==> src/rtl/bit_stuffer_if.sv <==
// Serial bitstream link between the packet serializer, the bit stuffer and the NRZI encoder.
// master = upstream serializer side, slave = bit stuffer side.
interface bit_stuffer_if;
    logic       bstr_in;
    logic [1:0] bstr_in_ready;
    logic       stall;
    logic       bstr_out;
    logic [1:0] bstr_out_ready;

    modport master (
        output bstr_in,
        output bstr_in_ready,
        input  stall,
        input  bstr_out,
        input  bstr_out_ready
    );

    modport slave (
        input  bstr_in,
        input  bstr_in_ready,
        output stall,
        output bstr_out,
        output bstr_out_ready
    );
endinterface

==> src/rtl/bit_stuffer.sv <==
// USB transmit bit stuffer: inserts a 0 after every STUFF_LEN consecutive 1s and stalls upstream meanwhile.
// Optional BSTUFF_COUNT_EN adds stuff_count, the number of stuffed bits in the current/last packet.
module bit_stuffer #(
    parameter int unsigned STUFF_LEN = 6
) (
    input  logic          clk,
    input  logic          rst_b,
    bit_stuffer_if.slave  bus
`ifdef BSTUFF_COUNT_EN
    ,
    output logic [3:0]    stuff_count
`endif
);

    typedef enum logic [1:0] {
        IDLE  = 2'b00,
        PASS  = 2'b01,
        STUFF = 2'b10
    } state_e;

    localparam logic [2:0] LAST_ONE = 3'(STUFF_LEN - 1);

    state_e     state_q;
    logic [2:0] ones_q;
    logic [1:0] ptype_q;
    logic       out_bit_q;
    logic [1:0] out_type_q;
    logic       stall_q;

    logic [2:0] ones_d;
    logic [2:0] ones_start_s;
    logic       in_valid_s;

    // Run-length arithmetic for the bit currently on the input.
    always_comb begin
        in_valid_s   = (bus.bstr_in_ready != 2'b00);
        ones_start_s = {2'b00, bus.bstr_in};
        if (bus.bstr_in) begin
            ones_d = ones_q + 3'd1;
        end else begin
            ones_d = 3'd0;
        end
    end

    // Stuffing FSM; every output is loaded here so nothing reaches the ports combinationally.
    always_ff @(posedge clk or negedge rst_b) begin
        if (!rst_b) begin
            state_q    <= IDLE;
            ones_q     <= 3'd0;
            ptype_q    <= 2'b00;
            out_bit_q  <= 1'b1;
            out_type_q <= 2'b00;
            stall_q    <= 1'b0;
        end else begin
            case (state_q)
                IDLE: begin
                    stall_q <= 1'b0;
                    if (in_valid_s) begin
                        state_q    <= PASS;
                        ptype_q    <= bus.bstr_in_ready;
                        out_bit_q  <= bus.bstr_in;
                        out_type_q <= bus.bstr_in_ready;
                        ones_q     <= ones_start_s;
                    end else begin
                        out_bit_q  <= 1'b1;
                        out_type_q <= 2'b00;
                        ones_q     <= 3'd0;
                    end
                end
                PASS: begin
                    if (!in_valid_s) begin
                        state_q    <= IDLE;
                        out_bit_q  <= 1'b1;
                        out_type_q <= 2'b00;
                        ones_q     <= 3'd0;
                        stall_q    <= 1'b0;
                    end else if (bus.bstr_in_ready != ptype_q) begin
                        // Type change without a gap is a new packet: the run restarts here.
                        ptype_q    <= bus.bstr_in_ready;
                        out_bit_q  <= bus.bstr_in;
                        out_type_q <= bus.bstr_in_ready;
                        ones_q     <= ones_start_s;
                        stall_q    <= 1'b0;
                    end else begin
                        out_bit_q  <= bus.bstr_in;
                        out_type_q <= ptype_q;
                        if (bus.bstr_in && (ones_q == LAST_ONE)) begin
                            state_q <= STUFF;
                            ones_q  <= 3'd0;
                            stall_q <= 1'b1;
                        end else begin
                            ones_q  <= ones_d;
                            stall_q <= 1'b0;
                        end
                    end
                end
                STUFF: begin
                    // Stuffed 0 keeps the old packet type even if upstream already went idle.
                    out_bit_q  <= 1'b0;
                    out_type_q <= ptype_q;
                    ones_q     <= 3'd0;
                    stall_q    <= 1'b0;
                    if (in_valid_s) begin
                        state_q <= PASS;
                    end else begin
                        state_q <= IDLE;
                    end
                end
                default: begin
                    state_q    <= IDLE;
                    ones_q     <= 3'd0;
                    ptype_q    <= 2'b00;
                    out_bit_q  <= 1'b1;
                    out_type_q <= 2'b00;
                    stall_q    <= 1'b0;
                end
            endcase
        end
    end

    assign bus.stall          = stall_q;
    assign bus.bstr_out       = out_bit_q;
    assign bus.bstr_out_ready = out_type_q;

`ifdef BSTUFF_COUNT_EN
    logic [3:0] stuff_cnt_q;
    logic       new_pkt_s;

    function automatic logic [3:0] sat_inc4(input logic [3:0] v);
        if (v == 4'd15) begin
            return 4'd15;
        end else begin
            return v + 4'd1;
        end
    endfunction

    // A packet starts on leaving IDLE or on a type change while passing bits.
    always_comb begin
        if (!in_valid_s) begin
            new_pkt_s = 1'b0;
        end else if (state_q == IDLE) begin
            new_pkt_s = 1'b1;
        end else if ((state_q == PASS) && (bus.bstr_in_ready != ptype_q)) begin
            new_pkt_s = 1'b1;
        end else begin
            new_pkt_s = 1'b0;
        end
    end

    // Per-packet stuffed-bit counter, saturating.
    always_ff @(posedge clk or negedge rst_b) begin
        if (!rst_b) begin
            stuff_cnt_q <= 4'd0;
        end else if (new_pkt_s) begin
            stuff_cnt_q <= 4'd0;
        end else if (state_q == STUFF) begin
            stuff_cnt_q <= sat_inc4(stuff_cnt_q);
        end else begin
            stuff_cnt_q <= stuff_cnt_q;
        end
    end

    assign stuff_count = stuff_cnt_q;
`endif

endmodule

==> src/flat_wrapper.sv <==
// flat-port wrapper written by rule: the top's interface ports become plain ports
module bit_stuffer_flat 
#(
    parameter int unsigned STUFF_LEN = 6
)
  (clk, rst_b, bus_bstr_in, bus_bstr_in_ready, bus_stall, bus_bstr_out, bus_bstr_out_ready);
  bit_stuffer_if bus_i ();
  input  logic clk;
  input  logic rst_b;
  input wire logic [$bits(bus_i.bstr_in)-1:0] bus_bstr_in;
  input wire logic [$bits(bus_i.bstr_in_ready)-1:0] bus_bstr_in_ready;
  output wire logic [$bits(bus_i.stall)-1:0] bus_stall;
  output wire logic [$bits(bus_i.bstr_out)-1:0] bus_bstr_out;
  output wire logic [$bits(bus_i.bstr_out_ready)-1:0] bus_bstr_out_ready;
  assign bus_i.bstr_in = bus_bstr_in;
  assign bus_i.bstr_in_ready = bus_bstr_in_ready;
  assign bus_stall = bus_i.stall;
  assign bus_bstr_out = bus_i.bstr_out;
  assign bus_bstr_out_ready = bus_i.bstr_out_ready;
  bit_stuffer #(.STUFF_LEN(STUFF_LEN)) u_core (.clk(clk), .rst_b(rst_b), .bus(bus_i));
endmodule
==> config.mk <==
export PLATFORM = sky130hd
export DESIGN_NAME = bit_stuffer_flat
export DESIGN_NICKNAME = d
export VERILOG_FILES = /design/src/rtl/bit_stuffer_if.sv /design/src/rtl/bit_stuffer.sv /design/src/flat_wrapper.sv
export SDC_FILE = /design/constraint.sdc
export NUM_CORES = 1
export LEC_CHECK = 0
export CAP_MARGIN = 25
export CORE_MARGIN = 4
export CORE_UTILIZATION = 40
export DETAILED_ROUTE_END_ITERATION = 8
export PLACE_DENSITY_LB_ADDON = 0.2
export SETUP_SLACK_MARGIN = 0.2
export SLEW_MARGIN = 20
export SYNTH_ARGS = -nofsm -noshare
export SYNTH_HDL_FRONTEND = slang
export SYNTH_SLANG_ARGS = --single-unit
==> constraint.sdc <==
create_clock -name clk -period 3.1 [get_ports clk]
set_input_delay 0.93 -clock clk [delete_from_list [all_inputs] [get_ports clk]]
set_output_delay 0.93 -clock clk [all_outputs]
set_load 0.05 [all_outputs]
==> parameters.txt <==
Parameter                              Value

Run status
  Run status ... finished, final reports clean

Route
  Drc violations ... 0
  Mean routed wirelength per cell ... approximately 11 µm
  Drt first-iter violations ... 4
  Pre-antenna DRT Iters ... 4
  Final Routed Wirelength ... around 800 µm
  Via density per instance ... between 5 and 6
  ANT nets after route ... 0
  Total number of vias ... 382

Yosys
  Complex-gate fraction of the synthesized area ... 0.09264
  Share of the synthesized area in the top cell type ... 0.4751
  Leading post-synthesis cells by cell area ... sky130_fd_sc_hd__dfrtp_1 (48%), sky130_fd_sc_hd__nand2_1 (5.7%), sky130_fd_sc_hd__dfstp_2 (5.0%), sky130_fd_sc_hd__ha_1 (4.8%), sky130_fd_sc_hd__nor3_1 (3.8%)
  Most repeated cell in the gate-level netlist after synthesis ... sky130_fd_sc_hd__dfrtp_1
  Adder-cell area share of the yosys netlist ... 0.04751
  Multiplexer fraction of the synthesized cell area ... 0.01900
  Avg Synthesized Cell Area ... around 11 µm²
  Sequential fraction of the synthesis area ... 0.5249
  Most common library cells after synthesis ... sky130_fd_sc_hd__dfrtp_1 (10), sky130_fd_sc_hd__nand2_1 (8), sky130_fd_sc_hd__nor2_1 (5)
  Ys Warns ... 0
  Post-synthesis cell area ... approximately 530 µm²
  Post-synthesis net count ... between 50 and 60
  Number of synthesized register bits ... 11
  Area leader, netlist ... sky130_fd_sc_hd__dfrtp_1
  XOR/XNOR Fraction of Synth Area ... 0.03325
  Top_reg_cell synth ... sky130_fd_sc_hd__dfrtp_1
  Instance count of the mapped netlist ... 49
  Number of enable flip-flop cells after synthesis ... 0
  Main combinational cell family by area after synthesis ... simple AND/OR/NAND/NOR gates
  Fraction of registers with async set or reset after synthesis ... 1.000
  Post-synthesis simple-gate area fraction ... 0.2755
  Cell variety after synth ... 22

Place
  Final weighted congestion of routability-driven global placement ... between 0.7 and 0.8
  Quantity of I/O buffers inserted on ports ... 8
  Cell area reported after detailed placement ... between 600 and 700 µm²
  Half-perimeter wire length of the detailed placement result ... 643.6 µm

Clock tree
  Number of H-tree levels ... 1
  Number of gates resized after CTS ... 0
  Number of buffers added by the clock tree synthesis step ... 3
  Hold buffers post-CTS ... 0
  Sinks on Clock Net ... 11
  Master cell of the clock root buffer ... sky130_fd_sc_hd__clkbuf_4
  Latest clock arrival within the worst-skew pair ... approximately 0.27 ns
  Clock-pin transition on the worst setup and hold timing paths ... approximately 0.070 ns
  CTS tree ... built
  Longest Clk Path Bufs ... 2
  Setup bufs post-CTS ... 0

Setup path
  Cell chain of the critical path ... clkdlybuf4s50_1
  Maximum fanout encountered on the critical timing path ... 1
  Register-to-Register Setup Slack ... 1.93 ns
  Master of the slowest instance on the critical path ... sky130_fd_sc_hd__clkdlybuf4s50_1
  Crit path buffers/inverters ... 1
  Setup crit start kind ... flip-flop
  Endpoint class of the critical path ... primary output
  Classification of the worst setup path ... flip-flop to primary output
  Worst r2r path cells ... 3
  Endpoint arrival time on the critical path ... approximately 1.6 ns
  Top delay family on crit path ... buffers and inverters
  CP Data Required Time ... 2.17 ns
  Reg-to-reg critical path endpoint ... u_core.ones_q[1]
  Crit path largest cell delay ... 0.79 ns
  Worst reg2reg path startpoint ... u_core.ptype_q[0]

Floorplanning
  Width of the chip ... 44.29 µm
  Initial core utilization ... 0.4498
  Full die area ... slightly below 0.002 mm²
  I/O pin total ... 9
  Core region area ... between 0.001 and 0.0015 mm²
  Number of rows created at floorplan ... 12
  Die outline height ... around 44 µm

Hold path
  Hold path startpoint ... u_core.state_q[0]
  WHS Path Cells ... 1
  Worst min-delay path class ... flip-flop to flip-flop
  WHS Endpoint ... u_core.state_q[0]

Power and ir drop
  Worst VDD drop ... approximately 0.24 mV
  Static leakage power ... roughly 0.28 nW
  Total power divided by cell area ... about 450 mW/mm²
  Total power ... a little under 0.0003 W

GRT
  Gr ovfl total ... 0
  Tot GR Track Use ... 0.09705
  Number of antenna violations at the first check in global routing ... 0
  Via count of the first global-routing pass ... ~310
  Wire length of the first global-routing pass ... between 1 and 1.5 mm
  Pin count of the biggest net entering global routing ... 12

STA
  Total Negative Setup Slacks ... 0 ns
  RSZ-0062 raised after global routing ... false
  Final max-slew violation count ... 0
  F_max ... approximately 400 MHz
  Number of hold violations in the final report ... 0
  WHS ... 0.5325 ns
  Ratio of final minimum period to clock period ... 0.8036
  Maximum clock skew at final layout ... about 0.0033 ns
  Actual slew at the worst max-slew pin ... 0.4922 ns
  Minimum clock period ... between 2 and 2.5 ns
  Finish-stage setup viols ... 0
  Slew Limit Headroom ... 0.6708

Cells and area
  Final design utilization ... 0.5556
  Final Cell Area ... 650.6 µm²
  Fraction of final layout cells with drive strength greater than 1 ... 0.1148
  Number of diodes ... 0
  Final layout net count ... 69
  Synth-to-Final Area Change ... 23.52%

Job
  Max_cap viols ... 0
## per-layer routing
metal / vias to the layer above / global-route usage / share of wire
li1: 196 / - / -
met1: 169 / 0.1371 / 0.52
met2: 14 / 0.1337 / 0.37
met3: 3 / 0.02439 / 0.083
met4: 0 / 0.05422 / 0.026
met5: - / 0 / 0
## how the worst max path moves through the flow
stage	start	endpoint	cells after the start
floorplan	bus_bstr_in_ready[0]	u_core.ones_q[1]	3
global route	u_core.bus.bstr_out	bus_bstr_out	1
CTS	u_core.bus.bstr_out	bus_bstr_out	1
global placement	bus_bstr_in_ready[0]	u_core.ones_q[1]	4
detailed placement	bus_bstr_in_ready[1]	u_core.bus.stall	4
finish	u_core.bus.bstr_out	bus_bstr_out	1
## stage by stage
step           instances  worst slack (ns)
4_1_cts               75            0.6014
3_3_place_gp          71            0.8591
5_1_grt               75            0.5771
6_report              75            0.6089
3_5_place_dp          71            0.8283
2_1_floorplan         49             1.511
## registers in the layout (all words and copies together), names as in the netlist
signal / flops
u_core.ptype_q: 2
u_core.ones_q: 3
u_core.state_q: 2
u_core.bus.stall: 1
u_core.bus.bstr_out: 1
u_core.bus.bstr_out_ready: 2
## power breakdown
group | internal (W) | leakage [nW] | switching [W] | total (W)
combinational | 0.0000188 | 0.130 | 0.0000250 | 0.0000438
clock | 0.0000498 | 0.0150 | 0.0000459 | 0.0000957
sequential | 0.000150 | 0.134 | 0.00000466 | 0.000155
total | 0.000219 | 0.279 | 0.0000756 | 0.000294
## placed cells by master (no fill, tap or decap)
| cell | Yosys | layout |
|---|---|---|
| sky130_fd_sc_hd__nand2b_1 | 2 | 2 |
| sky130_fd_sc_hd__and4bb_1 | 1 | 1 |
| sky130_fd_sc_hd__ha_1 | 2 | 2 |
| sky130_fd_sc_hd__a31oi_2 | 1 | 1 |
| sky130_fd_sc_hd__a31oi_1 | 1 | 1 |
| sky130_fd_sc_hd__and2b_1 | 1 | 1 |
| sky130_fd_sc_hd__dfstp_2 | 1 | 1 |
| sky130_fd_sc_hd__clkdlybuf4s50_1 | 0 | 8 |
| sky130_fd_sc_hd__dfrtp_1 | 10 | 10 |
| sky130_fd_sc_hd__and4_1 | 1 | 1 |
| sky130_fd_sc_hd__inv_1 | 1 | 1 |
| sky130_fd_sc_hd__nand2_1 | 8 | 8 |
| sky130_fd_sc_hd__clkbuf_4 | 0 | 3 |
| sky130_fd_sc_hd__nor2_1 | 5 | 5 |
| sky130_fd_sc_hd__or2b_1 | 1 | 1 |
| sky130_fd_sc_hd__nor3_1 | 4 | 4 |
| sky130_fd_sc_hd__nor2b_1 | 1 | 1 |
| sky130_fd_sc_hd__a221oi_2 | 1 | 1 |
| sky130_fd_sc_hd__and2_1 | 1 | 1 |
| sky130_fd_sc_hd__clkbuf_1 | 0 | 1 |
| sky130_fd_sc_hd__mux2i_1 | 1 | 1 |
| sky130_fd_sc_hd__nor4b_2 | 1 | 1 |
| sky130_fd_sc_hd__o21ai_1 | 2 | 2 |
| sky130_fd_sc_hd__o21ai_0 | 1 | 1 |
| sky130_fd_sc_hd__xnor2_1 | 2 | 2 |
## kinds of logic (layout without fill, tap and decap cells)
| logic type | after synthesis | in the layout |
|---|---|---|
| AO/OA/AOI/OAI | 6 | 6 |
| XOR/XNOR | 2 | 2 |
| adder cells (fa/ha/maj) | 2 | 2 |
| buffers and inverters | 1 | 13 |
| flip-flops | 11 | 11 |
| multiplexers | 1 | 1 |
| AND/OR/NAND/NOR | 26 | 26 |
## area by class of cell
class | instances | area (µm²)
inverter | 1 | 3.754
tap | 14 | 17.52
fill | 104 | 520.5
sequential | 11 | 276.5
multi-input combinational | 37 | 246.5
clock buffer | 4 | 26.28
timing repair buffer | 8 | 80.08
(Power assumes the default switching activity.)
